==> config.mk <==
export PLATFORM = sky130hd
export DESIGN_NAME = button_event_arbiter
export DESIGN_NICKNAME = d
export VERILOG_FILES = /design/src/rtl/button_event_pkg.sv /design/src/rtl/button_tracker.sv /design/src/rtl/button_event_arbiter.sv
export SDC_FILE = /design/constraint.sdc
export NUM_CORES = 1
export LEC_CHECK = 0
export ABC_AREA = 1
export CAP_MARGIN = 40
export CORE_MARGIN = 5
export CORE_UTILIZATION = 45
export DETAILED_ROUTE_END_ITERATION = 10
export PLACE_DENSITY = 0.73
export SLEW_MARGIN = 20
export SYNTH_ARGS = -nofsm -noshare
export SYNTH_HDL_FRONTEND = slang
export SYNTH_SLANG_ARGS = --single-unit
==> constraint.sdc <==
create_clock -name clk -period 1.9 [get_ports clk]
set_input_delay 0.285 -clock clk [delete_from_list [all_inputs] [get_ports clk]]
set_output_delay 0.285 -clock clk [all_outputs]
set_load 0.005 [all_outputs]
==> src/rtl/button_event_pkg.sv <==
// Shared types for the button event arbiter:
// event kinds reported to the consumer and per-button tracker states.
package button_event_pkg;

  typedef enum logic [1:0] {
    EV_PRESS   = 2'd0,
    EV_RELEASE = 2'd1,
    EV_LONG    = 2'd2,
    EV_REPEAT  = 2'd3
  } event_kind_t;

  typedef enum logic [1:0] {
    S_IDLE = 2'd0,
    S_HELD = 2'd1,
    S_LONG = 2'd2
  } button_state_t;

endpackage

==> src/rtl/button_tracker.sv <==
// One button: edge detect, press/long/repeat timing and a single
// pending event slot that is overwritten (with a drop pulse) if not granted.
module button_tracker
  import button_event_pkg::*;
#(
  parameter int LONG_TICKS   = 1000,
  parameter int REPEAT_TICKS = 250
) (
  input  logic       clk,
  input  logic       rst,
  input  logic       i_level,
  input  logic       i_grant,
  output logic       o_pending,
  output logic [1:0] o_kind,
  output logic       o_dropped
);

  localparam int MAXT = (LONG_TICKS > REPEAT_TICKS) ?
                        LONG_TICKS : REPEAT_TICKS;
  localparam int CW = $clog2(MAXT + 1);
  localparam logic [CW-1:0] LONG_END = CW'(LONG_TICKS - 1);
  localparam logic [CW-1:0] REP_END  = CW'(REPEAT_TICKS - 1);

  button_state_t r_state;
  button_state_t w_state_nxt;
  logic [CW-1:0] r_cnt;
  logic [CW-1:0] w_cnt_nxt;
  logic          r_prev;
  logic          r_pend;
  event_kind_t   r_kind;
  logic          r_drop;
  logic          w_rise;
  logic          w_fall;
  logic          w_raise;
  event_kind_t   w_raise_kind;

  assign w_rise = i_level & ~r_prev;
  assign w_fall = ~i_level & r_prev;

  // Release wins over a counter terminal in the same cycle.
  always_comb begin
    w_state_nxt  = r_state;
    w_cnt_nxt    = r_cnt;
    w_raise      = 1'b0;
    w_raise_kind = EV_PRESS;
    unique case (r_state)
      S_IDLE: begin
        if (w_rise) begin
          w_state_nxt  = S_HELD;
          w_cnt_nxt    = '0;
          w_raise      = 1'b1;
          w_raise_kind = EV_PRESS;
        end
      end
      S_HELD: begin
        if (w_fall) begin
          w_state_nxt  = S_IDLE;
          w_cnt_nxt    = '0;
          w_raise      = 1'b1;
          w_raise_kind = EV_RELEASE;
        end else if (r_cnt == LONG_END) begin
          w_state_nxt  = S_LONG;
          w_cnt_nxt    = '0;
          w_raise      = 1'b1;
          w_raise_kind = EV_LONG;
        end else begin
          w_cnt_nxt = r_cnt + 1'b1;
        end
      end
      S_LONG: begin
        if (w_fall) begin
          w_state_nxt  = S_IDLE;
          w_cnt_nxt    = '0;
          w_raise      = 1'b1;
          w_raise_kind = EV_RELEASE;
        end else if (r_cnt == REP_END) begin
          w_cnt_nxt    = '0;
          w_raise      = 1'b1;
          w_raise_kind = EV_REPEAT;
        end else begin
          w_cnt_nxt = r_cnt + 1'b1;
        end
      end
      default: begin
        w_state_nxt = S_IDLE;
        w_cnt_nxt   = '0;
      end
    endcase
  end

  always_ff @(posedge clk or posedge rst) begin
    if (rst) begin
      r_state <= S_IDLE;
      r_cnt   <= '0;
      r_prev  <= 1'b0;
      r_pend  <= 1'b0;
      r_kind  <= EV_PRESS;
      r_drop  <= 1'b0;
    end else begin
      r_state <= w_state_nxt;
      r_cnt   <= w_cnt_nxt;
      r_prev  <= i_level;
      r_drop  <= w_raise & r_pend & ~i_grant;
      if (w_raise) begin
        r_pend <= 1'b1;
        r_kind <= w_raise_kind;
      end else if (i_grant) begin
        r_pend <= 1'b0;
      end
    end
  end

  assign o_pending = r_pend;
  assign o_kind    = r_kind;
  assign o_dropped = r_drop;

endmodule

==> src/rtl/button_event_arbiter.sv <==
// Per-button event trackers feeding a round-robin arbiter
// and a single registered valid/ready event port.
module button_event_arbiter
  import button_event_pkg::*;
#(
  parameter int N_BUTTONS    = 3,
  parameter int LONG_TICKS   = 1000,
  parameter int REPEAT_TICKS = 250
) (
  input  logic                         clk,
  input  logic                         rst,
  input  logic [N_BUTTONS-1:0]         buttons,
  output logic                         event_valid,
  input  logic                         event_ready,
  output logic [$clog2(N_BUTTONS)-1:0] event_id,
  output logic [1:0]                   event_kind,
  output logic [N_BUTTONS-1:0]         dropped
);

  localparam int IDW = $clog2(N_BUTTONS);

  logic [N_BUTTONS-1:0] w_pend;
  logic [N_BUTTONS-1:0] w_grant;
  logic [N_BUTTONS-1:0] w_drop;
  logic [1:0]           w_kind [N_BUTTONS];
  logic [IDW-1:0]       r_ptr;
  logic                 r_valid;
  logic [IDW-1:0]       r_id;
  logic [1:0]           r_kind;
  logic                 w_free;
  logic                 w_found;
  logic                 w_load;
  logic [IDW-1:0]       w_win;
  logic [IDW-1:0]       w_ptr_nxt;
  int                   w_idx;

  for (genvar g = 0; g < N_BUTTONS; g++) begin : g_btn
    button_tracker #(
      .LONG_TICKS   (LONG_TICKS),
      .REPEAT_TICKS (REPEAT_TICKS)
    ) u_trk (
      .clk       (clk),
      .rst       (rst),
      .i_level   (buttons[g]),
      .i_grant   (w_grant[g]),
      .o_pending (w_pend[g]),
      .o_kind    (w_kind[g]),
      .o_dropped (w_drop[g])
    );
  end

  // First pending slot at or after the pointer, wrapping.
  always_comb begin
    w_found = 1'b0;
    w_win   = '0;
    w_idx   = 0;
    for (int off = 0; off < N_BUTTONS; off++) begin
      w_idx = (int'(r_ptr) + off) % N_BUTTONS;
      if (!w_found && w_pend[w_idx]) begin
        w_found = 1'b1;
        w_win   = IDW'(w_idx);
      end
    end
  end

  assign w_free    = ~r_valid | event_ready;
  assign w_load    = w_free & w_found;
  assign w_grant   = w_load ? (N_BUTTONS'(1) << w_win) : '0;
  assign w_ptr_nxt = (w_win == IDW'(N_BUTTONS - 1)) ?
                     '0 : w_win + 1'b1;

  always_ff @(posedge clk or posedge rst) begin
    if (rst) begin
      r_valid <= 1'b0;
      r_id    <= '0;
      r_kind  <= '0;
      r_ptr   <= '0;
    end else if (w_free) begin
      r_valid <= w_found;
      if (w_found) begin
        r_id   <= w_win;
        r_kind <= w_kind[w_win];
        r_ptr  <= w_ptr_nxt;
      end
    end
  end

  assign event_valid = r_valid;
  assign event_id    = r_id;
  assign event_kind  = r_kind;
  assign dropped     = w_drop;

endmodule

# Word-level counts from Yosys, hierarchy flattened
# Index checks and enable logic that the tools add are counted.
# op_classes
addsub,6
n_mul,0
n_div,3
magnitude_cmp,4
n_eq_ne,22
shift,1
n_mux,92
n_bitwise,25
reduce_logical,14
# ops
op,count
two-way mux 10 bit,15
"< comparator 32 x 4 -> 1 bit, second input constant",3
one-hot mux 10 bit (3 select lines),3
"modulo 32 x 3 -> 32 bit, second input constant",2
two-way mux 2 bit,30
"modulo 3 x 3 -> 32 bit, second input constant",1
"adder 10 x 1 -> 10 bit, second input constant",3
"== test 10 bit, second input constant",3
"== test 10 x 8 -> 1 bit, second input constant",3
two-way mux 1 bit,30
one-hot mux 2 bit (3 select lines),3
bitwise AND 1 bit,13
"!= test 2 x 1 -> 1 bit, second input constant",6
one-hot mux 2 bit (2 select lines),3
NOT 1 bit,10
"!= test 3 x 1 -> 1 bit, second input constant",3
one-hot mux 1 bit (3 select lines),3
AND reduction 3 bit,3
"== test 2 bit, second input constant",4
binary-select mux 1 bit (select 2 bit),3
"== test 2 x 1 -> 1 bit, second input constant",3
zero test 2 bit,3
nonzero test 2 bit,3
binary-select mux 2 bit (select 2 bit),1
11 further kinds,13
# totals
register_bits,58
latchBits,0
ramBits,0
rom_bits,0
input_bits,6
out_inout_bits,8
word_cells,189
memories,0

# Logic depth before layout (Yosys ltp)
# logic_depth
depth_word,15
ltp_mapped,14
depth_no_buf,13

# Cells and area by module
# From an unflattened synthesis, not the netlist that was laid out.
# unflattened
cells_unflattened,487
area_unflattened_um2,3783.6
# by_module_without_submodules
mod,instances,cells_per_inst,area_each_um2
button_tracker at g_btn[0].u_trk ...,2,127,1024.7
button_tracker at g_btn[2].u_trk,1,132,1032.2
button_event_arbiter,1,101,701.9

# Worst setup path before layout
# No wires, ideal clock.
# synth_timing
path_kind,flip-flop to flip-flop
from,register r_ptr[0]
to,register g_btn[1].u_trk.r_pend
arrival_ns,1.502
required_ns,1.780
slack_ns,0.278
path_stages_with_launch,14
path_buffers,1
path_cell_list,dfrtp_1 -> inv_1 -> ha_1 -> buf_6 -> inv_4 -> nand2_1 -> nand3_1 -> nand2_2 -> nand3_2 -> nand2_4 -> inv_4 -> nand3_2 -> nand2_2 -> nand2_1
# synth_between
elab_chain_cells,14
word_cells_on_any_way,28
cone_classes,2 x add/sub; 3 x div; 1 x shift; 16 x mux; 1 x bitwise; 5 x reduce/logical
# synth_lines
item,line,source
start: declaration,button_event_arbiter.sv:26,logic [IDW-1:0] r_ptr;
start signal: assignment,button_event_arbiter.sv:83,r_ptr <= w_ptr_nxt;
"parallel branches: the longest is 12 deep, another holds modulo 32 x 3 -> 32 bit",--,
two-way mux 3 bit *,button_event_arbiter.sv:68,assign w_grant = w_load ? (N_BUTTONS'(1) << w_win) : '0;
nonzero test 2 bit (no source line) *,--,
end signal: assignment,button_tracker.sv:96,r_pend <= 1'b0;
end signal: assignment,button_tracker.sv:105,r_pend <= 1'b1;
end signal: assignment,button_tracker.sv:108,r_pend <= 1'b0;
end: declaration,button_tracker.sv:29,logic r_pend;
# Every way passes the cells marked *. The select of a mux whose other input is x is not followed.
# A chain may end at the register's enable or synchronous reset.

# Worst setup path in the final report
# layout_timing
from,register r_ptr[1]
to,register g_btn[0].u_trk.r_pend
# layout_between
elab_chain_cells,14
word_cells_on_any_way,28
cone_classes,2 x add/sub; 3 x div; 1 x shift; 16 x mux; 1 x bitwise; 5 x reduce/logical
# layout_lines
item,line
"parallel branches: the longest is 12 deep, another holds modulo 32 x 3 -> 32 bit",--
two-way mux 3 bit *,button_event_arbiter.sv:68
nonzero test 2 bit (no source line) *,--
end signal: assignment,button_tracker.sv:96
end signal: assignment,button_tracker.sv:105
end signal: assignment,button_tracker.sv:108
end: declaration,button_tracker.sv:29
# Marks and branches as above.

==> results.sh <==
export IMPL_synth_edf_count=0
export IMPL_p_switching_mw=2.65
export IMPL_setup_tns_ns=0
export IMPL_path_cells="ha_4, inv_4, nand2_1, nand3_1, nand2_2, nand4_1, nand2_1, nand2_1, nand2_1, nand2_1"
export IMPL_postCtsHoldBufs=0
export IMPL_ant_nets=0
export IMPL_drtIter0Drc=146
export IMPL_slew_viol_final=0
export IMPL_reg2reg_slack_ns=0.19
export IMPL_hpwl_mm=5.04
export IMPL_period_needed_ns=1.71
export IMPL_cts_tree="done"
export IMPL_route_detailed_drc=0
export IMPL_start_util=0.461
export IMPL_power_frac_comb=0.506
export IMPL_diodes=0
export IMPL_fill_cells=725
export IMPL_vdd_drop_max_uv=621
export IMPL_yosys_top_cells_area="dfrtp_1 41%, nand2_1 10%, ha_1 7.1%"
export IMPL_crit_reg2reg_launch="r_ptr[1]"
export IMPL_fin_skew_ns=0.0104
export IMPL_synth_area_per_cell_um2=7.83
export IMPL_cts_htree_levels=3
export IMPL_totalWireLength_mm=6.68
export IMPL_yosys_area_top_type="dfrtp_1"
export IMPL_seqPwrFrac=0.275
export IMPL_dieArea_um2=9740
export IMPL_final_area_um2=4080
export IMPL_timing_rr_end="g_btn[0].u_trk.o_pending"
export IMPL_clock_sinks=58
export IMPL_p_int_mw=3.51
export IMPL_hold_path_class="in -> async"
export IMPL_leakage_nw=1.91
export IMPL_r2r_cells=10
export IMPL_cp_slowest_cell="dfrtp_1"
export IMPL_ys_types=34
export IMPL_worst_slew_pin_transition_ns=0.398
export IMPL_end_kind="flip-flop"
export IMPL_swShare=0.430
export IMPL_routabilityCongestion=0.878
export IMPL_crit_path_max_fanout=9
export IMPL_ys_flop_type="dfrtp_1"
export IMPL_placedInstanceArea_um2=3810
export IMPL_grt_start_max_net_pins=31
export IMPL_cpPeakStageDelay_ns=0.41
export IMPL_cap_violations=0
export IMPL_fin_crit_sh=0.901
export IMPL_yosysTopAreaCellShare=0.410
export IMPL_p_per_area_nw_per_um2=1510
export IMPL_final_nets=504
export IMPL_max_freq_ghz=0.584
export IMPL_die_h_um=98.7
export IMPL_yosys_warnings=0
export IMPL_crit_required_ns=2.12
export IMPL_via_per_inst=5.04
export IMPL_clockBufferDepth=2
export IMPL_wl_per_cell_um=11.4
export IMPL_grt_total_usage=0.144
export IMPL_crit_path_frequent_cell="nand2_1"
export IMPL_antenna_found_initial=0
export IMPL_endpoint="g_btn[0].u_trk.o_pending"
export IMPL_io_buffers=13
export IMPL_netlist_instances=452
export IMPL_areaGrowthSynthToFinish_pct=15.3
export IMPL_overflow=0
export IMPL_grt_pass1_wl_mm=11.6
export IMPL_path_clk_slew_ns=0.07
export IMPL_synth_commonest_cells="96 x nand2_1, 61 x inv_1, 58 x dfrtp_1"
export IMPL_ys_ff_latch=58
export IMPL_p_total_mw=6.17
export IMPL_numCtsBuffers=9
export IMPL_rows=32
export IMPL_startpoint="r_ptr[1]"
export IMPL_yosysSeqAreaShare=0.410
export IMPL_hold_viol=0
export IMPL_clkLatencyLatePin_ns=0.34
export IMPL_drive_gt1_frac=0.118
export IMPL_root_buffer="clkbuf_8"
export IMPL_synth_most_common_cell="nand2_1"
export IMPL_die_w_um=98.7
export IMPL_status="finished clean"
export IMPL_critPathArrivalTime_ns=1.94
export IMPL_vias=2946
export IMPL_ioPinCount=14
export IMPL_synthesis_nets=478
export IMPL_path_class="reg -> reg"
export IMPL_slew_headroom=0.734
export IMPL_final_setup_viol_count=0
export IMPL_utilization=0.531
export IMPL_first_global_vias=2785
export IMPL_syn_area_um2=3540
export IMPL_synthArstFlopShare=1.00
export IMPL_rsz0062_at_grt="no"
export IMPL_core_area_um2=7690
export IMPL_drt_pre_antenna_iters=4
export IMPL_clkPwrFrac=0.219
export IMPL_start_kind="flip-flop"
kinds of logic after synthesis:
logic type	count (synthesis)	share of synthesized area
compound gates	45	0.0830
buf+inv	73	0.0855
flops	58	0.410
simple gates	243	0.319
xor+xnor	13	0.0322
fa+ha+maj	20	0.0707
layout by cell type (no fill, tap or decap), drive strengths merged, types with 8 or more instances in the layout:
master	instances
nor3	15
xor2	12
dfrtp	58
nor2	60
inv	67
clkbuf	10
clkdlybuf4s50	13
nand3	48
buf	8
nand2	103
nand4	13
ha	20
o21ai	20
a21oi	14
sequential cells by signal (all words and copies together), names as in the netlist:
signal,flops
g_btn.u_trk.r_prev,3
g_btn.u_trk.o_kind,6
event_id,2
g_btn.u_trk.r_cnt,30
g_btn.u_trk.o_pending,3
g_btn.u_trk.o_dropped,3
event_valid,1
r_ptr,2
g_btn.u_trk.r_state,6
event_kind,2
stage by stage:
step           worst slack [ns]  hold WS [ns]  instances
6_report                  0.188         0.242        585
5_1_grt                  0.0449         0.281        585
4_1_cts                  0.0151         0.248        583
3_5_place_dp             0.0199         0.467        567
3_3_place_gp             0.0891         0.464        567
2_1_floorplan             0.187         0.316        452
how the worst min path moves through the flow:
stage	slack, ns	cells after the start	endpoint	start
final	0.24	2	g_btn[0].u_trk.r_cnt[6]	rst
after global routing	0.28	2	g_btn[0].u_trk.r_cnt[6]	rst
after floorplan	0.32	0	g_btn[0].u_trk.r_prev	buttons[0]
after detailed placement	0.47	2	event_id[1]	event_id[1]
after CTS	0.25	2	g_btn[0].u_trk.r_cnt[6]	rst
after global placement	0.46	2	g_btn[1].u_trk.o_kind[0]	g_btn[1].u_trk.o_kind[0]
worst max-delay path, delay by kind of cell (launching register included):
family,cells,cell delay (ns)
simple gates,8,0.79
buf+inv,1,0.05
fa+ha+maj,1,0.35
flops,1,0.41
power groups by stage:
stage	combinational (mW)	clock, mW	sequential (mW)
after floorplan	2.37	0	1.67
after global placement	2.89	0	1.71
after detailed placement	2.97	0	1.72
after CTS	2.99	1.39	1.70
after global routing	3.55	1.42	1.73
final	3.12	1.35	1.70
per-layer routing:
layer,wire [µm],share of wire,vias to the layer above,global-route usage
met4,133,0.020,0,0.0735
met2,3110,0.47,51,0.230
met1,3170,0.48,1376,0.183
met5,0,0,-,0
met3,259,0.039,8,0.0333
li1,-,-,1511,-
what timing repair did:
| item | 4_1_cts | 5_1_grt |
|---|---|---|
| resized for setup | 0 | 4 |
| setup buffers | 0 | 2 |
| endpoints found under the setup margin | 0 | 12 |
layout make-up:
type                    instances  area [µm²]  area share
inverters                      67         256      0.0628
multi-input cells             321        1810       0.444
clock inverters                 6         105      0.0257
well taps                     102         128      0.0313
clock buffers                  10         128      0.0313
flip-flops and latches         58        1450       0.356
repair buffers                 21         203      0.0496
Note: power is estimated with default switching activity, not from simulation.
